===== config.mk =====
export PLATFORM = sky130hd
export DESIGN_NAME = div_seq_disp
export DESIGN_NICKNAME = d
export VERILOG_FILES = /design/src/rtl/div_seq_disp.sv
export SDC_FILE = /design/constraint.sdc
export NUM_CORES = 1
export LEC_CHECK = 0
export ABC_AREA = 1
export CAP_MARGIN = 20
export CORE_MARGIN = 3
export CORE_UTILIZATION = 35
export DETAILED_ROUTE_END_ITERATION = 8
export GPL_ROUTABILITY_DRIVEN = 0
export PLACE_DENSITY = 0.51
export SLEW_MARGIN = 10
export SYNTH_ARGS = -nofsm -noshare
export SYNTH_HDL_FRONTEND = slang
export SYNTH_SLANG_ARGS = --single-unit

===== constraint.sdc =====
create_clock -name clk -period 3.3 [get_ports clk]
set_input_delay 0.495 -clock clk [delete_from_list [all_inputs] [get_ports clk]]
set_output_delay 0.495 -clock clk [all_outputs]
set_load 0.05 [all_outputs]

===== src/rtl/div_seq_disp.sv =====
// Sequential restoring divider, one quotient bit per clock, with a scanned
// 8-digit common-anode hex readout (quotient on digits 7..4, remainder on 3..0).
module div_seq_disp #(
   parameter int WIDTH    = 8,
   parameter int SCAN_DIV = 50000
) (
   input  logic             clk,
   input  logic             rst_n,
   input  logic             start,
   input  logic [WIDTH-1:0] a,
   input  logic [WIDTH-1:0] b,
   output logic             busy,
   output logic             done,
   output logic             dz,
   output logic [WIDTH-1:0] q,
   output logic [WIDTH-1:0] r,
   output logic [7:0]       c,
   output logic [7:0]       en
);

   localparam int ND = WIDTH / 4;
   localparam int CW = $clog2(WIDTH);
   localparam int SW = $clog2(SCAN_DIV);
   localparam logic [CW-1:0] CNT_LAST  = CW'(WIDTH - 1);
   localparam logic [SW-1:0] SCAN_LAST = SW'(SCAN_DIV - 1);
   localparam logic [3:0]    POP_MASK  = 4'((1 << ND) - 1);

   typedef enum logic [1:0] {
      S_IDLE = 2'd0,
      S_CALC = 2'd1,
      S_DONE = 2'd2
   } state_t;

   state_t           state_q, state_d;
   logic [WIDTH-1:0] dvd_q, dvd_d;
   logic [WIDTH-1:0] dvs_q, dvs_d;
   logic [WIDTH-1:0] rem_q, rem_d;
   logic [CW-1:0]    cnt_q, cnt_d;
   logic [WIDTH-1:0] q_q, q_d;
   logic [WIDTH-1:0] r_q, r_d;
   logic             dz_q, dz_d;
   logic             busy_q, busy_d;
   logic             done_q, done_d;
   logic [SW-1:0]    scan_q, scan_d;
   logic [2:0]       idx_q, idx_d;
   logic [7:0]       c_q, c_d;
   logic [7:0]       en_q, en_d;

   logic [WIDTH:0]   trial_s;
   logic [WIDTH:0]   diff_s;
   logic             qbit_s;
   logic [WIDTH-1:0] rem_nxt_s;
   logic [WIDTH-1:0] field_s;
   logic [3:0]       nib_s;

   function automatic logic [7:0] seg_font(input logic [3:0] nib);
      case (nib)
         4'h0: seg_font = 8'hC0;
         4'h1: seg_font = 8'hF9;
         4'h2: seg_font = 8'hA4;
         4'h3: seg_font = 8'hB0;
         4'h4: seg_font = 8'h99;
         4'h5: seg_font = 8'h92;
         4'h6: seg_font = 8'h82;
         4'h7: seg_font = 8'hF8;
         4'h8: seg_font = 8'h80;
         4'h9: seg_font = 8'h90;
         4'hA: seg_font = 8'h88;
         4'hB: seg_font = 8'h83;
         4'hC: seg_font = 8'hC6;
         4'hD: seg_font = 8'hA1;
         4'hE: seg_font = 8'h86;
         4'hF: seg_font = 8'h8E;
         default: seg_font = 8'hFF;
      endcase
   endfunction

   // State register and all datapath/display flops
   always_ff @(posedge clk or negedge rst_n) begin
      if (!rst_n) begin
         state_q <= S_IDLE;
         dvd_q   <= {WIDTH{1'b0}};
         dvs_q   <= {WIDTH{1'b0}};
         rem_q   <= {WIDTH{1'b0}};
         cnt_q   <= {CW{1'b0}};
         q_q     <= {WIDTH{1'b0}};
         r_q     <= {WIDTH{1'b0}};
         dz_q    <= 1'b0;
         busy_q  <= 1'b0;
         done_q  <= 1'b0;
         scan_q  <= {SW{1'b0}};
         idx_q   <= 3'd0;
         c_q     <= 8'hC0;
         en_q    <= 8'hFE;
      end else begin
         state_q <= state_d;
         dvd_q   <= dvd_d;
         dvs_q   <= dvs_d;
         rem_q   <= rem_d;
         cnt_q   <= cnt_d;
         q_q     <= q_d;
         r_q     <= r_d;
         dz_q    <= dz_d;
         busy_q  <= busy_d;
         done_q  <= done_d;
         scan_q  <= scan_d;
         idx_q   <= idx_d;
         c_q     <= c_d;
         en_q    <= en_d;
      end
   end

   // Next-state logic
   always_comb begin
      state_d = state_q;
      case (state_q)
         S_IDLE: begin
            if (start && (b != {WIDTH{1'b0}})) state_d = S_CALC;
            else if (start)                    state_d = S_DONE;
            else                               state_d = S_IDLE;
         end
         S_CALC: begin
            if (cnt_q == CNT_LAST) state_d = S_DONE;
            else                   state_d = S_CALC;
         end
         S_DONE:  state_d = S_IDLE;
         default: state_d = S_IDLE;
      endcase
   end

   // Output decode, registered from the next state so busy/done never glitch
   always_comb begin
      busy_d = (state_d == S_CALC);
      done_d = (state_d == S_DONE);
   end

   // One restoring step: trial never exceeds 2*divisor-1, so one subtract suffices
   always_comb begin
      trial_s   = {rem_q, dvd_q[WIDTH-1]};
      diff_s    = trial_s - {1'b0, dvs_q};
      qbit_s    = (trial_s >= {1'b0, dvs_q});
      if (qbit_s) rem_nxt_s = diff_s[WIDTH-1:0];
      else        rem_nxt_s = trial_s[WIDTH-1:0];
   end

   // Operand capture, iteration and result latch
   always_comb begin
      dvd_d = dvd_q;
      dvs_d = dvs_q;
      rem_d = rem_q;
      cnt_d = cnt_q;
      q_d   = q_q;
      r_d   = r_q;
      dz_d  = dz_q;
      case (state_q)
         S_IDLE: begin
            if (start && (b != {WIDTH{1'b0}})) begin
               dvd_d = a;
               dvs_d = b;
               rem_d = {WIDTH{1'b0}};
               cnt_d = {CW{1'b0}};
            end else if (start) begin
               dz_d = 1'b1;
               q_d  = {WIDTH{1'b1}};
               r_d  = a;
            end else begin
               cnt_d = cnt_q;
            end
         end
         S_CALC: begin
            dvd_d = {dvd_q[WIDTH-2:0], qbit_s};
            rem_d = rem_nxt_s;
            cnt_d = cnt_q + CW'(1);
            if (cnt_q == CNT_LAST) begin
               q_d  = {dvd_q[WIDTH-2:0], qbit_s};
               r_d  = rem_nxt_s;
               dz_d = 1'b0;
            end else begin
               q_d = q_q;
            end
         end
         S_DONE:  cnt_d = cnt_q;
         default: cnt_d = cnt_q;
      endcase
   end

   // Free-running digit scan
   always_comb begin
      if (scan_q == SCAN_LAST) begin
         scan_d = {SW{1'b0}};
         idx_d  = idx_q + 3'd1;
      end else begin
         scan_d = scan_q + SW'(1);
         idx_d  = idx_q;
      end
   end

   // Segment/enable decode from next-cycle values so the readout tracks index and results
   always_comb begin
      if (idx_d[2]) field_s = q_d;
      else          field_s = r_d;
      nib_s = 4'(field_s >> {idx_d[1:0], 2'b00});
      if (!POP_MASK[idx_d[1:0]]) begin
         en_d = 8'hFF;
         c_d  = 8'hFF;
      end else begin
         en_d = ~(8'd1 << idx_d);
         if (idx_d[2] && dz_d) c_d = seg_font(4'hE);
         else                  c_d = seg_font(nib_s);
      end
   end

   assign busy = busy_q;
   assign done = done_q;
   assign dz   = dz_q;
   assign q    = q_q;
   assign r    = r_q;
   assign c    = c_q;
   assign en   = en_q;

endmodule


==> insert_results.sql, run 1 <==
INSERT INTO impl_metrics (metric_group, metric, value, unit) VALUES
('sta', 'timing_worst_slew_pin_value', '0.663', 'ns'),
('sta', 'number_of_max_slew_violations_in_the_final_report', '0', ''),
('run_status', 'status', 'finished, final reports clean', ''),
('clock_network', 'cts-buffers-inserted', '9', ''),
('finish', 'n_antenna_cell', '0', ''),
('routing', 'detail_route.wirelength', '11800', 'µm'),
('sta', 'max_freq', '0.340', 'GHz'),
('routing', 'count_of_nets_left_with_antenna_violations_after_detail_routing', '0', ''),
('yosys', 'ys_seq_area_share', '42.5', '%'),
('place', 'port_buffers', '52', ''),
('clock_network', 'clockRootBuffer', 'sky130_fd_sc_hd__clkbuf_16', ''),
('place', 'placement.setup.worst_slack', '0.126', 'ns'),
('power', 'share_of_power_burned_in_the_clock_network', '14.8', '%'),
('grt', 'number_of_global_route_vias_before_repair', '3756', ''),
('sta', 'setup_tns', '0', 'ns'),
('yosys', 'ys_seq_elements', '82', ''),
('yosys', 'postSynthCellCount', '612', ''),
('routing', 'avgViaCountPerCell', '4.80', ''),
('clock_network', 'clock_tree.htree_level_count', '3', ''),
('grt', 'grtUsageTotal', '15.9', '%'),
('critical_path', 'crit_family', 'simple AND/OR/NAND/NOR gates', ''),
('critical_path', 'cpPeakStageDelay', '0.39', 'ns'),
('yosys', 'ys.flop_type', 'sky130_fd_sc_hd__dfrtp_1', ''),
('critical_path', 'critical_path_required', '3.58', 'ns'),
('power', 'switching_power', '2.92', 'mW'),
('critical_path', 'timing.critical_path.cells', 'ha_1 > a21oi_1 > nand3_2 > nand2_2 > nand2_2 > buf_4 > o211ai_1 > nand2_1 > nand3_1 > nand3b_2 > inv_1 > ha_1 > nand4_1 > a21oi_1 > nand2_1 > nand2_1', ''),
('power', 'sequentialPowerShare', '25.3', '%'),
('finish', 'design_area', '5900', 'µm²'),
('die', 'fp-row-count', '42', ''),
('grt', 'globalRouteOverflowTotal', '0', ''),
('sta', 'postLayoutSetupSlackWorst', '0.356', 'ns'),
('critical_path', 'critical_path.endpoint_type', 'register', ''),
('sta', 'final-hold-violation-count', '0', ''),
('sta', 'timing.slew.headroom', '55.7', '%'),
('finish', 'area.growth.synth_to_final', '21.7', '%'),
('sta', 'grt_setup_unrepaired', 'no', ''),
('critical_path', 'path_class', 'register to register', ''),
('finish', 'drive_gt1_share', '12.8', '%'),
('power', 'power_density', '1030', 'nW/µm²'),
('die', 'floorplan.die_area', '15300', 'µm²'),
('power', 'ir_drop', '0.317', 'mV'),
('yosys', 'synth_area_per_cell', '7.93', 'µm²'),
('routing', 'wl_per_cell', '13.7', 'µm'),
('clock_network', 'clkTransAtPathRegs', '0.06', 'ns'),
('power', 'power.share.switching', '48.0', '%'),
('die', 'die_w', '124', 'µm'),
('clock_network', 'cts.sink_count', '82', ''),
('grt', 'grt_start_max_net_pins', '83', ''),
('routing', 'drt_first_pass_iters', '4', ''),
('routing', 'first_iter_violations', '256', ''),
('sta', 'clock_skew', '0.00842', 'ns'),
('power', 'comb_power_share', '60.0', '%'),
('grt', 'wire_length_of_the_first_global_routing_pass', '18800', 'µm'),
('power', 'total_power', '6.09', 'mW'),
('yosys', 'synth_area', '4850', 'µm²'),
('clock_network', 'cts_tree', 'built', ''),
('critical_path', 'critical-path-top-cell-by-count', 'sky130_fd_sc_hd__nand2_1', ''),
('yosys', 'number_of_enable_flip_flop_cells_after_synthesis', '0', ''),
('power', 'p_leak', '2.97', 'nW'),
('place', 'placedInstanceArea', '5550', 'µm²'),
('yosys', 'synth_warnings', '0', ''),
('power', 'internal_power_contribution', '3.17', 'mW'),
('critical_path', 'critPathSlowestCell', 'sky130_fd_sc_hd__dfrtp_1', ''),
('finish', 'finalCoreUtilization', '44.1', '%'),
('sta', 'setup-violations-final', '0', ''),
('clock_network', 'clock_path_buffers', '2', ''),
('critical_path', 'cp.arrival', '3.22', 'ns'),
('die', 'die_y', '124', 'µm'),
('critical_path', 'worstPathBufferInverterCount', '2', ''),
('die', 'core_area', '13400', 'µm²'),
('die', 'pin_count', '54', '');
==> sequential cells by signal, indices dropped and copies added, names as in the netlist, 2 cells and up <==
name	flops
r	8
scan_q	16
cnt_q	3
dvs_q	8
en	8
q	8
c	7
idx_q	3
dvd_q	8
rem_q	8
state_q	2
==> final timing paths <==
kind | start | endpoint | slack [ns] | cells after the start
max | rem_q[3] | c[5] | 0.36 | 16
min | rst_n | dvs_q[5] | 0.08 | 1
max reg2reg | rem_q[3] | c[5] | 0.36 | 16
min reg2reg | scan_q[0] | scan_q[0] | 0.46 | 1
max in group asynchronous | rst_n | en[2] | 2.56 | 2
min in group clk | scan_q[0] | scan_q[0] | 0.46 | 1
==> per-stage QoR <==
step | hold WS (ns) | std cells
after floorplan | 0.199 | 616
after global placement | 0.445 | 833
after detailed placement | 0.462 | 833
after CTS | 0.387 | 849
after global routing | 0.103 | 856
final | 0.0783 | 856
==> kinds of logic after synthesis <==
kind of cell / share of synthesized area, %
and+or+nand+nor: 28.8
buffers and inverters: 10.2
AOI/OAI and AO/OA: 10.7
DFF: 42.5
adders and majority gates: 5.31
xor gates and xnor gates: 2.22
other: 0.0773
muxes: 0.232
==> cell type report <==
class                      instances  area [µm²]
timing repair buffer              63         621
inverter                         106         403
tap                              176         220
fill                            1346        7500
clock inverter                     1        5.00
clock buffer                      15         248
sequential                        82        2060
multi-input combinational        413        2340
==> power by group through the flow <==
stage	logic (mW)	clock network [mW]	registers, mW
floorplan	2.13	0	2.01
global placement	3.44	0	1.55
detailed placement	3.49	0	1.55
CTS	3.50	0.937	1.54
global route	4.11	0.977	1.57
finish	3.65	0.900	1.54
==> per-layer routing <==
layer / global-route usage (%) / part of all wire (%) / routed length (µm) / up-vias
met3: 2.77 / 4.5 / 524 / 14
met2: 24.3 / 45 / 5290 / 83
met4: 6.71 / 1.9 / 228 / 0
li1: - / - / - / 2083
met1: 22.2 / 49 / 5720 / 1932
met5: 0 / 0 / 0 / -
==> layout by cell type, fill, tap and decap left out, types with 7 or more instances in the layout <==
cell	instances
sky130_fd_sc_hd__o21ai_1	9
sky130_fd_sc_hd__nor2_1	40
sky130_fd_sc_hd__buf_4	11
sky130_fd_sc_hd__ha_1	16
sky130_fd_sc_hd__inv_2	11
sky130_fd_sc_hd__nand4_1	10
sky130_fd_sc_hd__nand2_1	148
sky130_fd_sc_hd__a21oi_1	24
sky130_fd_sc_hd__o211ai_1	13
sky130_fd_sc_hd__nand2_2	9
sky130_fd_sc_hd__o21ai_0	31
sky130_fd_sc_hd__nand3_1	45
sky130_fd_sc_hd__inv_1	91
sky130_fd_sc_hd__dfstp_2	8
sky130_fd_sc_hd__clkbuf_16	9
sky130_fd_sc_hd__dfrtp_1	74
sky130_fd_sc_hd__nand2_4	7
sky130_fd_sc_hd__clkdlybuf4s50_1	51
==> cell usage after synthesis, types with 4 or more instances <==
library cell / instances / area share [%]
sky130_fd_sc_hd__ha_1: 19 / 4.9
sky130_fd_sc_hd__nand4_1: 10 / 1.3
sky130_fd_sc_hd__nand2_1: 149 / 12
sky130_fd_sc_hd__nand2_2: 8 / 1.0
sky130_fd_sc_hd__nand2_4: 6 / 1.4
sky130_fd_sc_hd__nor2_1: 41 / 3.2
sky130_fd_sc_hd__a21boi_0: 4 / 0.62
sky130_fd_sc_hd__nor2_2: 5 / 0.64
sky130_fd_sc_hd__nand3_4: 4 / 1.4
sky130_fd_sc_hd__nor3_1: 4 / 0.41
sky130_fd_sc_hd__clkbuf_1: 7 / 0.54
sky130_fd_sc_hd__nand3_2: 4 / 0.83
sky130_fd_sc_hd__o21ai_1: 9 / 0.93
sky130_fd_sc_hd__inv_2: 11 / 0.85
sky130_fd_sc_hd__nand3_1: 45 / 4.6
sky130_fd_sc_hd__o211ai_1: 13 / 2.0
sky130_fd_sc_hd__dfrtp_1: 74 / 38
sky130_fd_sc_hd__a21oi_1: 24 / 2.5
sky130_fd_sc_hd__dfstp_2: 8 / 4.3
sky130_fd_sc_hd__o21ai_0: 31 / 3.2
sky130_fd_sc_hd__xor2_1: 4 / 0.72
sky130_fd_sc_hd__inv_1: 91 / 7.0
==> repair_timing <==
action                                 CTS  global route
setup endpoints to repair                0             6
resized for setup                        0             6
setup buffers                            0             5
endpoints found under the hold margin    0             0
No activity file was read; power rests on OpenSTA's default activity.
==> run 2, diff against run 1 <==
--- a/config.mk
+++ b/config.mk
@@ -11,7 +11,7 @@
 export CORE_UTILIZATION = 35
 export DETAILED_ROUTE_END_ITERATION = 8
 export GPL_ROUTABILITY_DRIVEN = 0
-export PLACE_DENSITY = 0.51
+export PLACE_DENSITY = 0.56
 export SLEW_MARGIN = 10
 export SYNTH_ARGS = -nofsm -noshare
 export SYNTH_HDL_FRONTEND = slang
==> run 2 against run 1 <==
- via count rose by 0.32%
- critical path depth rose by 4
- total power rose by 2.2%
- sequential power barely moved
- design area rose by 0.74%
- first-iteration DRC count rose by 9.8%
- die area did not move
- setup slack got worse by 0.096 ns
- sequential share of layout area fell by 0.26 points
- clock skew barely moved
- utilization rose by 0.33 points
- non-clock buffer count fell by 1
- critical path type unchanged
- largest power group unchanged
- highest routed layer unchanged
==> insert_results.sql, run 2 (synthesis results as in run 1) <==
INSERT INTO impl_metrics (metric_group, metric, value, unit) VALUES
('finish', 'largest-register', 'scan_q', ''),
('critical_path', 'path_max_fanout', '14', ''),
('finish', 'area.growth.synth_to_final', '22.6', '%'),
('finish', 'layout_common_cells', '149 x sky130_fd_sc_hd__nand2_1, 91 x sky130_fd_sc_hd__inv_1, 74 x sky130_fd_sc_hd__dfrtp_1', ''),
('finish', 'number_of_flip_flops_under_the_largest_register_name', '16', ''),
('die', 'floorplan.die_area', '15300', 'µm²'),
('routing', 'vias', '4125', ''),
('sta', 'fin_worst_hold_slack', '0.0237', 'ns'),
('critical_path', 'critical_path.endpoint_type', 'register', ''),
('grt', 'globalRouteOverflowTotal', '0', ''),
('clock_network', 'clock_tree.htree_level_count', '3', ''),
('power', 'switching_power', '2.91', 'mW'),
('sta', 'timing_worst_slew_pin_value', '0.673', 'ns'),
('routing', 'avgViaCountPerCell', '4.83', ''),
('grt', 'number_of_global_route_vias_before_repair', '3808', ''),
('clock_network', 'cts.sink_count', '82', ''),
('critical_path', 'start_kind', 'register', ''),
('clock_network', 'clockRootBuffer', 'sky130_fd_sc_hd__clkbuf_16', ''),
('die', 'die_y', '124', 'µm'),
('critical_path', 'critical-path-top-cell-by-count', 'sky130_fd_sc_hd__nand2_1', ''),
('finish', 'finish.net_count', '712', ''),
('clock_network', 'cts-buffers-inserted', '9', ''),
('place', 'placement.setup.worst_slack', '0.106', 'ns'),
('power', 'comb_power_share', '57.7', '%'),
('worst_hold_path', 'timing.hold.worst.class', 'input port to asynchronous set/reset pin', ''),
('routing', 'drt_first_pass_iters', '4', ''),
('critical_path', 'critPathSlowestCell', 'sky130_fd_sc_hd__ha_1', ''),
('power', 'sequentialPowerShare', '24.9', '%'),
('finish', 'finalCoreUtilization', '44.4', '%'),
('sta', 'timing.slew.headroom', '55.0', '%'),
('place', 'post-dp-hpwl', '8470', 'µm'),
('sta', 'setup-violations-final', '0', ''),
('clock_network', 'clkTransAtPathRegs', '0.06', 'ns'),
('finish', 'n_antenna_cell', '0', ''),
('routing', 'first_iter_violations', '281', ''),
('sta', 'number_of_max_slew_violations_in_the_final_report', '0', ''),
('critical_path', 'critical_path_required', '3.53', 'ns'),
('die', 'fp-row-count', '42', ''),
('routing', 'count_of_nets_left_with_antenna_violations_after_detail_routing', '0', ''),
('critical_path', 'regToRegStartpoint', 'dvs_q[2]', ''),
('grt', 'grtUsageTotal', '15.9', '%'),
('finish', 'final_cell_count_without_fillers', '854', ''),
('finish', 'most_frequent_standard_cell_in_the_layout_excluding_fill_and_tap_cells', 'sky130_fd_sc_hd__nand2_1', ''),
('critical_path', 'timing.critical_path.cells', 'inv_1 > ha_1 > nand2_1 > nor2_1 > inv_1 > nor2_1 > nor2_1 > nand2_4 > nand2_1 > o21ai_1 > o21ai_1 > nand3_1 > nand3b_2 > inv_1 > ha_1 > nand4_1 > nand2_1 > nand2_1 > nand3_1 > nand2_1', ''),
('critical_path', 'r2r_setup_slack', '0.26', 'ns'),
('grt', 'wire_length_of_the_first_global_routing_pass', '18900', 'µm'),
('grt', 'grt_start_max_net_pins', '83', ''),
('power', 'total_power', '6.22', 'mW'),
('critical_path', 'reg2reg_depth', '20', ''),
('place', 'port_buffers', '52', ''),
('routing', 'route.detailed.drc', '0', ''),
('critical_path', 'cpPeakStageDelay', '0.37', 'ns'),
('place', 'numPlacedInstances', '833', ''),
('sta', 'postLayoutSetupSlackWorst', '0.259', 'ns'),
('critical_path', 'r2r-end', 'c[3]', ''),
('routing', 'wl_per_cell', '13.5', 'µm'),
('sta', 'clock_skew', '0.00852', 'ns'),
('finish', 'drive_gt1_share', '12.7', '%'),
('power', 'power.share.switching', '46.8', '%'),
('routing', 'detail_route.wirelength', '11500', 'µm'),
('sta', 'period_share', '92.1', '%'),
('power', 'p_leak', '3.00', 'nW'),
('power', 'share_of_power_burned_in_the_clock_network', '17.5', '%'),
('critical_path', 'cp.arrival', '3.27', 'ns'),
('die', 'floorplan.initialDensity', '36.2', '%'),
('power', 'power_density', '1050', 'nW/µm²'),
('power', 'internal_power_contribution', '3.31', 'mW'),
('sta', 'timing.final.crit_period', '3.04', 'ns'),
('clock_network', 'worst_skew_pair.late_latency', '0.34', 'ns'),
('grt', 'grt_antenna_before_repair', '0', ''),
('critical_path', 'path_class', 'register to register', ''),
('flow_run', 'maxCapViolations', '0', ''),
('sta', 'max_freq', '0.329', 'GHz'),
('die', 'pin_count', '54', ''),
('run_status', 'status', 'finished, final reports clean', ''),
('die', 'die_w', '124', 'µm'),
('sta', 'final-hold-violation-count', '0', ''),
('clock_network', 'clock_path_buffers', '2', ''),
('clock_network', 'cts_tree', 'built', ''),
('die', 'core_area', '13400', 'µm²'),
('power', 'ir_drop', '0.317', 'mV');
run 2: how the worst max path moves through the flow:
| stage | start | endpoint | slack (ns) | cells after the start |
|---|---|---|---|---|
| finish | dvs_q[2] | c[3] | 0.26 | 20 |
| global route | dvs_q[6] | c[3] | -0.02 | 20 |
| CTS | rem_q[2] | c[3] | 0.21 | 22 |
| detailed placement | b[5] | c[3] | 0.11 | 19 |
| global placement | b[5] | c[3] | 0.20 | 19 |
| floorplan | rem_q[4] | c[3] | 0.60 | 22 |
run 2: final cells by class:
class                   count  area, µm²
clock buffers              11        243
clock inverters             5       77.6
fillers                  1309       7450
inverters                 106        403
multi-input cells         412       2330
flip-flops and latches     82       2060
well taps                 176        220
repair buffers             62        613
run 2: layer usage:
metal / part of all wire, % / track usage (%)
met2: 46 / 23.5
met5: 0 / 0
met1: 47 / 22.2
met4: 2.1 / 6.92
met3: 5.1 / 3.77
run 2: worst max-delay path: cells and delay by family, from the launching register on:
family / cells / cell delay [ns]
buffers and inverters: 3 / 0.21
AOI/OAI and AO/OA: 2 / 0.32
DFF: 1 / 0.35
adders and majority gates: 2 / 0.66
and+or+nand+nor: 13 / 1.39
run 2: power by group through the flow:
stage / clock [mW] / combinational, mW / sequential [mW]
after global routing: 1.17 / 4.02 / 1.58
after floorplan: 0 / 2.13 / 2.01
after global placement: 0 / 3.40 / 1.56
final: 1.09 / 3.59 / 1.55
after CTS: 1.12 / 3.49 / 1.55
after detailed placement: 0 / 3.47 / 1.56
run 2: what timing repair did:
action	CTS	global route
hold buffers	0	0
gates resized for setup	0	2
hold endpoints to repair	0	0
setup endpoints to repair	0	5
buffers inserted	0	4
run 2: stage by stage:
stage / setup TNS (ns) / cell area (µm²)
after floorplan: 0 / 4870
after global routing: -0.0172 / 5950
after global placement: 0 / 5550
final: 0 / 5950
after CTS: 0 / 5870
after detailed placement: 0 / 5550
